<file path="config.mk">
export PLATFORM = sky130hd
export DESIGN_NAME = conv_ser_par_n_flat
export DESIGN_NICKNAME = d
export VERILOG_FILES = /design/src/rtl/conv_ser_par_n_if.sv /design/src/rtl/conv_ser_par_n.sv /design/src/flat_wrapper.sv
export SDC_FILE = /design/constraint.sdc
export NUM_CORES = 1
export LEC_CHECK = 0
export ABC_AREA = 0
export CAP_MARGIN = 20
export CORE_UTILIZATION = 35
export DETAILED_ROUTE_END_ITERATION = 16
export PLACE_DENSITY_LB_ADDON = 0.1
export SLEW_MARGIN = 5
export SYNTH_ARGS = -nofsm -noshare
export SYNTH_HDL_FRONTEND = slang
export SYNTH_SLANG_ARGS = --single-unit
</file>
<file path="constraint.sdc">
create_clock -name clk -period 1.4 [get_ports clk]
set_clock_uncertainty 0.1 [all_clocks]
set_input_delay 0.28 -clock clk [delete_from_list [all_inputs] [get_ports clk]]
set_output_delay 0.28 -clock clk [all_outputs]
set_load 0.02 [all_outputs]
</file>
<file path="src/rtl/conv_ser_par_n_if.sv">
// Word-side handshake bundle of the serial-to-parallel receiver.
// The master drives the received word and its flags; the slave drives ready.
interface conv_ser_par_n_if #(
  parameter int unsigned WIDTH = 8
) ();
  logic [WIDTH-1:0] d;
  logic             valid;
  logic             ready;
  logic             parity_err;
  logic             frame_err;
  logic             overrun;

  modport master (
    output d,
    output valid,
    output parity_err,
    output frame_err,
    output overrun,
    input  ready
  );

  modport slave (
    input  d,
    input  valid,
    input  parity_err,
    input  frame_err,
    input  overrun,
    output ready
  );
endinterface

</file>
<file path="src/rtl/conv_ser_par_n.sv">
// Serial-to-parallel receiver: start bit, WIDTH data bits, optional parity, STOP_BITS stop bits.
// Completed frames are offered on a valid/ready port; a frame that finds the port full is dropped.
module conv_ser_par_n #(
  parameter int unsigned WIDTH      = 8,
  parameter int unsigned MSB_FIRST  = 1,
  parameter int unsigned PARITY_EN  = 0,
  parameter int unsigned PARITY_ODD = 0,
  parameter int unsigned STOP_BITS  = 1
) (
  input  logic                    clk,
  input  logic                    rst,
  input  logic                    in,
  output logic                    busy,
  conv_ser_par_n_if.master        bus
);

  localparam int unsigned CntW = $clog2(WIDTH + 1);
  localparam logic [CntW-1:0] LastBit  = CntW'(WIDTH - 1);
  localparam logic [CntW-1:0] LastStop = CntW'(STOP_BITS - 1);
  localparam bit ParEn  = (PARITY_EN != 0);
  localparam bit ParOdd = (PARITY_ODD != 0);
  localparam bit MsbFirst = (MSB_FIRST != 0);

  typedef enum logic [2:0] {StIdle, StData, StParity, StStop, StWaitIdle} state_e;

  state_e           state_q, state_d;
  logic [CntW-1:0]  cnt_q, cnt_d;
  logic [WIDTH-1:0] shift_q, shift_d;
  logic             par_acc_q, par_acc_d;
  logic             ferr_acc_q, ferr_acc_d;
  logic [WIDTH-1:0] d_q, d_d;
  logic             valid_q, valid_d;
  logic             perr_q, perr_d;
  logic             ferr_q, ferr_d;
  logic             overrun_q, overrun_d;
  logic             accept;
  logic             complete;
  logic             ferr_now;
  logic [WIDTH:0]   ext;

  always_comb begin
    state_d    = state_q;
    cnt_d      = cnt_q;
    shift_d    = shift_q;
    par_acc_d  = par_acc_q;
    ferr_acc_d = ferr_acc_q;
    d_d        = d_q;
    valid_d    = valid_q;
    perr_d     = perr_q;
    ferr_d     = ferr_q;
    overrun_d  = 1'b0;
    complete   = 1'b0;
    ferr_now   = ferr_acc_q;
    ext        = '0;
    accept     = valid_q && bus.ready;

    if (accept) begin
      valid_d = 1'b0;
      perr_d  = 1'b0;
      ferr_d  = 1'b0;
    end

    unique case (state_q)
      StIdle: begin
        cnt_d      = '0;
        shift_d    = '0;
        par_acc_d  = 1'b0;
        ferr_acc_d = 1'b0;
        if (!in) state_d = StData;
      end
      StData: begin
        // Widen by one bit so the shift works for WIDTH == 1 too.
        if (MsbFirst) begin
          ext     = {shift_q, in};
          shift_d = ext[WIDTH-1:0];
        end else begin
          ext     = {in, shift_q};
          shift_d = ext[WIDTH:1];
        end
        cnt_d = cnt_q + 1'b1;
        if (cnt_q == LastBit) begin
          cnt_d   = '0;
          state_d = ParEn ? StParity : StStop;
        end
      end
      StParity: begin
        par_acc_d = ((^shift_q) ^ in) != ParOdd;
        state_d   = StStop;
      end
      StStop: begin
        ferr_now   = ferr_acc_q | ~in;
        ferr_acc_d = ferr_now;
        cnt_d      = cnt_q + 1'b1;
        if (cnt_q == LastStop) begin
          complete = 1'b1;
          cnt_d    = '0;
          state_d  = ferr_now ? StWaitIdle : StIdle;
        end
      end
      StWaitIdle: begin
        if (in) state_d = StIdle;
      end
      default: state_d = StIdle;
    endcase

    // Acceptance in the completion cycle frees the slot for the new frame.
    if (complete) begin
      if (!valid_q || accept) begin
        d_d     = shift_q;
        perr_d  = ParEn ? par_acc_q : 1'b0;
        ferr_d  = ferr_now;
        valid_d = 1'b1;
      end else begin
        overrun_d = 1'b1;
      end
    end
  end

  always_ff @(posedge clk) begin
    if (rst) begin
      state_q    <= StIdle;
      cnt_q      <= '0;
      shift_q    <= '0;
      par_acc_q  <= 1'b0;
      ferr_acc_q <= 1'b0;
      d_q        <= '0;
      valid_q    <= 1'b0;
      perr_q     <= 1'b0;
      ferr_q     <= 1'b0;
      overrun_q  <= 1'b0;
    end else begin
      state_q    <= state_d;
      cnt_q      <= cnt_d;
      shift_q    <= shift_d;
      par_acc_q  <= par_acc_d;
      ferr_acc_q <= ferr_acc_d;
      d_q        <= d_d;
      valid_q    <= valid_d;
      perr_q     <= perr_d;
      ferr_q     <= ferr_d;
      overrun_q  <= overrun_d;
    end
  end

  assign busy           = (state_q != StIdle);
  assign bus.d          = d_q;
  assign bus.valid      = valid_q;
  assign bus.parity_err = perr_q;
  assign bus.frame_err  = ferr_q;
  assign bus.overrun    = overrun_q;

endmodule
</file>
<file path="src/flat_wrapper.sv">
// flat-port wrapper written by rule: the top's interface ports become plain ports
module conv_ser_par_n_flat 
#(
  parameter int unsigned WIDTH      = 8,
  parameter int unsigned MSB_FIRST  = 1,
  parameter int unsigned PARITY_EN  = 0,
  parameter int unsigned PARITY_ODD = 0,
  parameter int unsigned STOP_BITS  = 1
)
  (clk, rst, in, busy, bus_d, bus_valid, bus_parity_err, bus_frame_err, bus_overrun, bus_ready);
  conv_ser_par_n_if #(.WIDTH(WIDTH)) bus_i ();
  input  logic clk;
  input  logic rst;
  input  logic in;
  output logic busy;
  output wire logic [$bits(bus_i.d)-1:0] bus_d;
  output wire logic [$bits(bus_i.valid)-1:0] bus_valid;
  output wire logic [$bits(bus_i.parity_err)-1:0] bus_parity_err;
  output wire logic [$bits(bus_i.frame_err)-1:0] bus_frame_err;
  output wire logic [$bits(bus_i.overrun)-1:0] bus_overrun;
  input wire logic [$bits(bus_i.ready)-1:0] bus_ready;
  assign bus_d = bus_i.d;
  assign bus_valid = bus_i.valid;
  assign bus_parity_err = bus_i.parity_err;
  assign bus_frame_err = bus_i.frame_err;
  assign bus_overrun = bus_i.overrun;
  assign bus_i.ready = bus_ready;
  conv_ser_par_n #(.WIDTH(WIDTH), .MSB_FIRST(MSB_FIRST), .PARITY_EN(PARITY_EN), .PARITY_ODD(PARITY_ODD), .STOP_BITS(STOP_BITS)) u_core (.clk(clk), .rst(rst), .in(in), .busy(busy), .bus(bus_i));
endmodule
</file>
# After elaboration in Yosys (flattened, before gate mapping)
# Index checks and enable logic that the tools add are counted.
classes:
  n_addsub: 1
  bitwise_logic: 3
  eq_ne: 9
  reduce_logical: 12
  mux: 24
ops:
  columns: ["cell", "count"]
  rows:
  - ["$pmux W8 S2", 1]
  - ["$mux W3", 5]
  - ["$pmux W3 S5", 1]
  - ["$mux W1", 13]
  - ["$pmux W4 S3", 1]
  - ["$mux W4", 2]
  - ["$eq A3 B2 Y1 const B", 2]
  - ["$reduce_bool A3 Y1", 2]
  - ["$add A4 B1 Y4 const B", 1]
  - ["$eq A4 B3 Y1 const B", 1]
  - ["$logic_not A4 Y1", 1]
  - ["$ne A2 B1 Y1 const B", 2]
  - ["$ne A2 B2 Y1 const B", 2]
  - ["$reduce_and A4 Y1", 1]
  - ["$reduce_bool A2 Y1", 2]
  - ["$eq A3 B1 Y1 const B", 1]
  - ["$eq A3 B3 Y1 const B", 1]
  - ["$logic_not A3 Y1", 1]
  - ["$not A1 Y1", 2]
  - ["$pmux W1 S2", 1]
  - ["$reduce_and A2 Y1", 1]
  - ["$reduce_or A2 Y1", 1]
  - ["$logic_and A1 B1 Y1", 1]
  - ["$logic_not A1 Y1", 1]
  - ["other kinds (2)", 2]
word_totals:
  regBits: 28
  wordCells: 58
  out_inout_bits: 13

# Logic depth before layout (Yosys ltp)
logic_depth:
  word_depth: 5
  depth_mapped: 6
  depth_no_buf: 5

# Least setup slack after synthesis
# Ideal clock, no wire load.
synth_path:
  kind: "reg2reg"
  start: "reg u_core.cnt_q[0]"
  end: "reg u_core.state_q[0]"
  required_time_ns: 1.197
  setup_slack_ns: -0.086
  arrival_time_ns: 1.283
  n_path_buf: 0
  stages_incl_launch_ff: 6
  period_less_slack_ns: 1.486
  path_cell_list: "dfxtp_1 > inv_1 > ha_1 > nor2b_2 > and4_1 > a2111oi_2"
synth_between:
  elab_chain_len: 3
  elab_cells_between_ends: 5
  cone_classes: "eq/ne: 3; reduce/logical: 2"
synth_lines:
  columns: ["item", "line_no", "text"]
  rows:
  - ["start: declaration", "conv_ser_par_n.sv:27", "logic [CntW-1:0] cnt_q, cnt_d;"]
  - ["start signal: assignment", "conv_ser_par_n.sv:133", "cnt_q <= cnt_d;"]
  - ["$eq A4 B3 Y1 or $logic_not A4 Y1 (tied branches)", "conv_ser_par_n.sv:81, conv_ser_par_n.sv:94", null]
  - ["$ne A2 B1 Y1 (no source line)", null, null]
  - ["$reduce_and A4 Y1 (no source line) *", null, null]
  - ["end signal: assignment", "conv_ser_par_n.sv:121", "state_q <= StIdle;"]
  - ["end signal: assignment", "conv_ser_par_n.sv:132", "state_q <= state_d;"]
  - ["end: declaration", "conv_ser_par_n.sv:26", "state_e state_q, state_d;"]
# Every way passes the cells marked *; elsewhere a longest branch is shown, timed or not.
# A chain may end at the register's enable or synchronous reset.

# Worst setup path in the final report
layout_path:
  start: "reg u_core.state_q[1]"
  end: "out busy"
layout_between:
  elab_chain_len: 1
layout_lines:
  columns: ["item", "line_no", "text"]
  rows:
  - ["$reduce_bool A3 Y1", "conv_ser_par_n.sv:145", "assign busy = (state_q != StIdle);"]
  - ["end: declaration", "flat_wrapper.sv:15", "output logic busy;"]
# No other way between the ends.

==> results.cfg <==
[outcome]
status = finished, violations left
violations = negative setup slack

[route]
via_count = 1241
wl_per_cell_um = 14.3
dr.pass1.iters = 4
wl_um = 3260
drtIter0Drc = 69
drc = 0
drtAntennaViolNets = 0
vias_per_cell = 5.44

[sta]
max_freq_ghz = 0.674
setup_ws_ps = -83.7
holdWs_ps = 353
final.period_utilization_pct = 106
hold_viol = 0
rsz0062_at_grt = yes
tightest_slew_ps = 377
finalSetupViolCount = 4
fin_crit_ps = 1480
slew_viol_final = 0
max_slew_margin_pct = 74.9

[power]
p_int_mw = 1.25
ir_drop_uv = 396
p_comb_share_pct = 8.2
share_seq_of_total_power_pct = 51.3
swShare_pct = 20.7
p_leak_nw = 0.660
p_switching_uw = 325
powerDensity_nw_per_um2 = 899
p_clk_share_pct = 40.5
p_total_mw = 1.57

[synth]
ys_warn_count = 0
synthesis.nets = 160
syn_inst = 154
netlist_area_sq_um = 1350
seq_area_frac_synth_pct = 41.6
ys_seq_elements = 28
ys_types = 36
avgSynthCellArea_sq_um = 8.75

[floorplanning]
dieArea_sq_um = 4100
io_pins = 17
die_h_um = 64.1
rows = 22
coreArea_sq_um = 3690
start_util_pct = 36.5
fp.dieW_um = 64.1

[setup_path]
worstSetupStartpointType = flip-flop
end_kind = output pin
critical_path_required_ps = 1020
cp.arrival_ps = 1100
cp_max_fo = 2
criticalPathCategory = flip-flop to output pin

[global_routing]
grt_pass1_vias = 1087
overflow = 0
grt_max_degree = 23
gr-max-usage-layer = met1
met3_usage_pct = 2.86
track_usage_pct = 16.8
antenna_found_initial = 0
grt_pass1_wl_um = 5420
grtUsageMet2_pct = 24.6
use_met1_pct = 24.8

[clocking]
clock_path_buffers = 2
clockRootBuffer = clkbuf_8
cts_tree = yes
clock_latency_ps = 270
numCtsBuffers = 3
clock-sinks = 28
clkTransAtPathRegs_ps = 90
htree_levels = 1

[cells_and_area]
final_cells = 228
diodes = 0
syn2layout_area_growth_pct = 29.7
drive_gt1_share_pct = 21.7
nNetsFinal = 187

[run]
maxCapViolations = 0

[placed_design]
dpl.cell_count = 221
port_buffers = 16
dpl.hpwl_um = 2130
gp_congestion = 0.740

[min_path]
hold_class = flip-flop to flip-flop
-- placed cells by master, fill, tap and decap left out, drive strengths merged, types with 2 or more instances in the layout --
master         Yosys  final
nand2              4      4
clkdlybuf4s50      0      3
o31ai              8      8
a21oi             16     16
buf               13     22
o21a               8      8
a31oi             11     11
clkbuf             3      3
nor2              11     11
nor2b              3      3
and4bb             1      2
dfxtp             28     28
nand4              9      9
inv                6      6
nand3b             4      4
nand2b             3      3
nor3b              2      2
o21ai              4      4
dlygate4sd2        0     11
ha                 2      2
nand3              4      4
-- cells in the mapped netlist --
cell,n,area [sq um]
o211a_1,1,10.0
dfxtp_1,28,561
o211ai_1,1,7.51
o311ai_1,1,8.76
nor3_1,1,5.00
nand4bb_1,1,11.3
o2111ai_1,1,8.76
a31oi_1,11,68.8
nand2b_1,3,18.8
ha_1,2,25.0
buf_2,7,35.0
nor3b_1,2,15.0
and4_1,1,8.76
nor2_1,11,41.3
and2_1,1,6.26
and2b_1,1,7.51
o31ai_1,8,60.1
a21oi_1,16,80.1
and4bb_4,1,16.3
a211oi_1,1,7.51
o21ai_0,4,20.0
or3_1,1,6.26
o21a_1,8,60.1
nor2b_2,1,8.76
nand3b_1,4,30.0
inv_1,6,22.5
a2111oi_2,1,15.0
clkbuf_1,3,11.3
nor2b_1,2,12.5
nand3_1,4,20.0
buf_6,2,22.5
buf_4,4,30.0
nand4_1,9,56.3
nor4_1,1,6.26
o32ai_1,1,8.76
nand2_1,4,15.0
-- final cells by class --
cell class              instances  area (sq um)
flip-flops and latches         28           564
repair buffers                 37           309
clock buffers                   3          41.3
multi-input cells             105           721
clock inverters                 1          30.0
fillers                       393          1940
well taps                      48          60.1
inverters                       6          22.5
-- sequential cells by signal, summed over array words and instances, names as in the netlist --
name,cells
u_core.state_q,3
u_core.cnt_q,4
u_core.bus.valid,1
u_core.bus.parity_err,1
u_core.bus.overrun,1
u_core.shift_q,8
u_core.ferr_acc_q,1
u_core.bus.d,8
u_core.bus.frame_err,1
-- per-stage QoR --
step	utilization [%]	instance area [sq um]	TNS [ps]	setup WS, ps
2_1_floorplan	-	1360	-26.6	-26.6
3_3_place_gp	43.9	1620	-1670	-173
3_5_place_dp	43.9	1620	-1960	-193
4_1_cts	46.6	1720	-135	-114
5_1_grt	47.4	1750	-765	-114
6_report	47.4	1750	-119	-83.7
-- what timing repair did --
action                                  in CTS  in global routing
resized for setup                           21                  8
buffers inserted                             2                  0
pin swaps                                    4                  1
hold buffers                                 0                  0
cloned                                       1                  0
hold endpoints to repair                     0                  0
endpoints found under the setup margin      25                 18
-- layer usage --
| metal | routed length [um] | vias up | part of all wire (%) |
|---|---|---|---|
| met4 | 24 | 0 | 0.74 |
| met1 | 1740 | 593 | 54 |
| met3 | 108 | 2 | 3.3 |
| li1 | - | 621 | - |
| met2 | 1380 | 25 | 42 |
| met5 | 0 | - | 0 |
-- critical path, cell delays in order (launching register included) --
cell and delay [ps]:
dfxtp_1 320, or3_4 380, buf_6 140
-- worst paths after layout --
kind                              start  depth (start not counted)                    end  slack, ps
hold reg to reg   u_core.bus.parity_err                          1  u_core.bus.parity_err        350
setup reg to reg      u_core.state_q[1]                          5        u_core.bus.d[7]        -20
setup / recovery      u_core.state_q[1]                          2                   busy        -80
hold / removal    u_core.bus.parity_err                          1  u_core.bus.parity_err        350
-- cells by family after synthesis --
| group | count (synthesis) | share of synthesized area [%] |
|---|---|---|
| simple gates | 48 | 21.2 |
| fa+ha+maj | 2 | 1.86 |
| buf+inv | 22 | 9.01 |
| compound gates | 54 | 26.4 |
| flops | 28 | 41.6 |
-- power by group through the flow --
| stage | Sequential (mW) | Combinational (mW) | Clock, mW |
|---|---|---|---|
| 2_1_floorplan | 0.824 | 0.0682 | 0 |
| 3_3_place_gp | 0.824 | 0.114 | 0 |
| 3_5_place_dp | 0.824 | 0.114 | 0 |
| 4_1_cts | 0.806 | 0.124 | 0.658 |
| 5_1_grt | 0.808 | 0.140 | 0.693 |
| 6_report | 0.806 | 0.129 | 0.636 |
(Power assumes the default switching activity.)
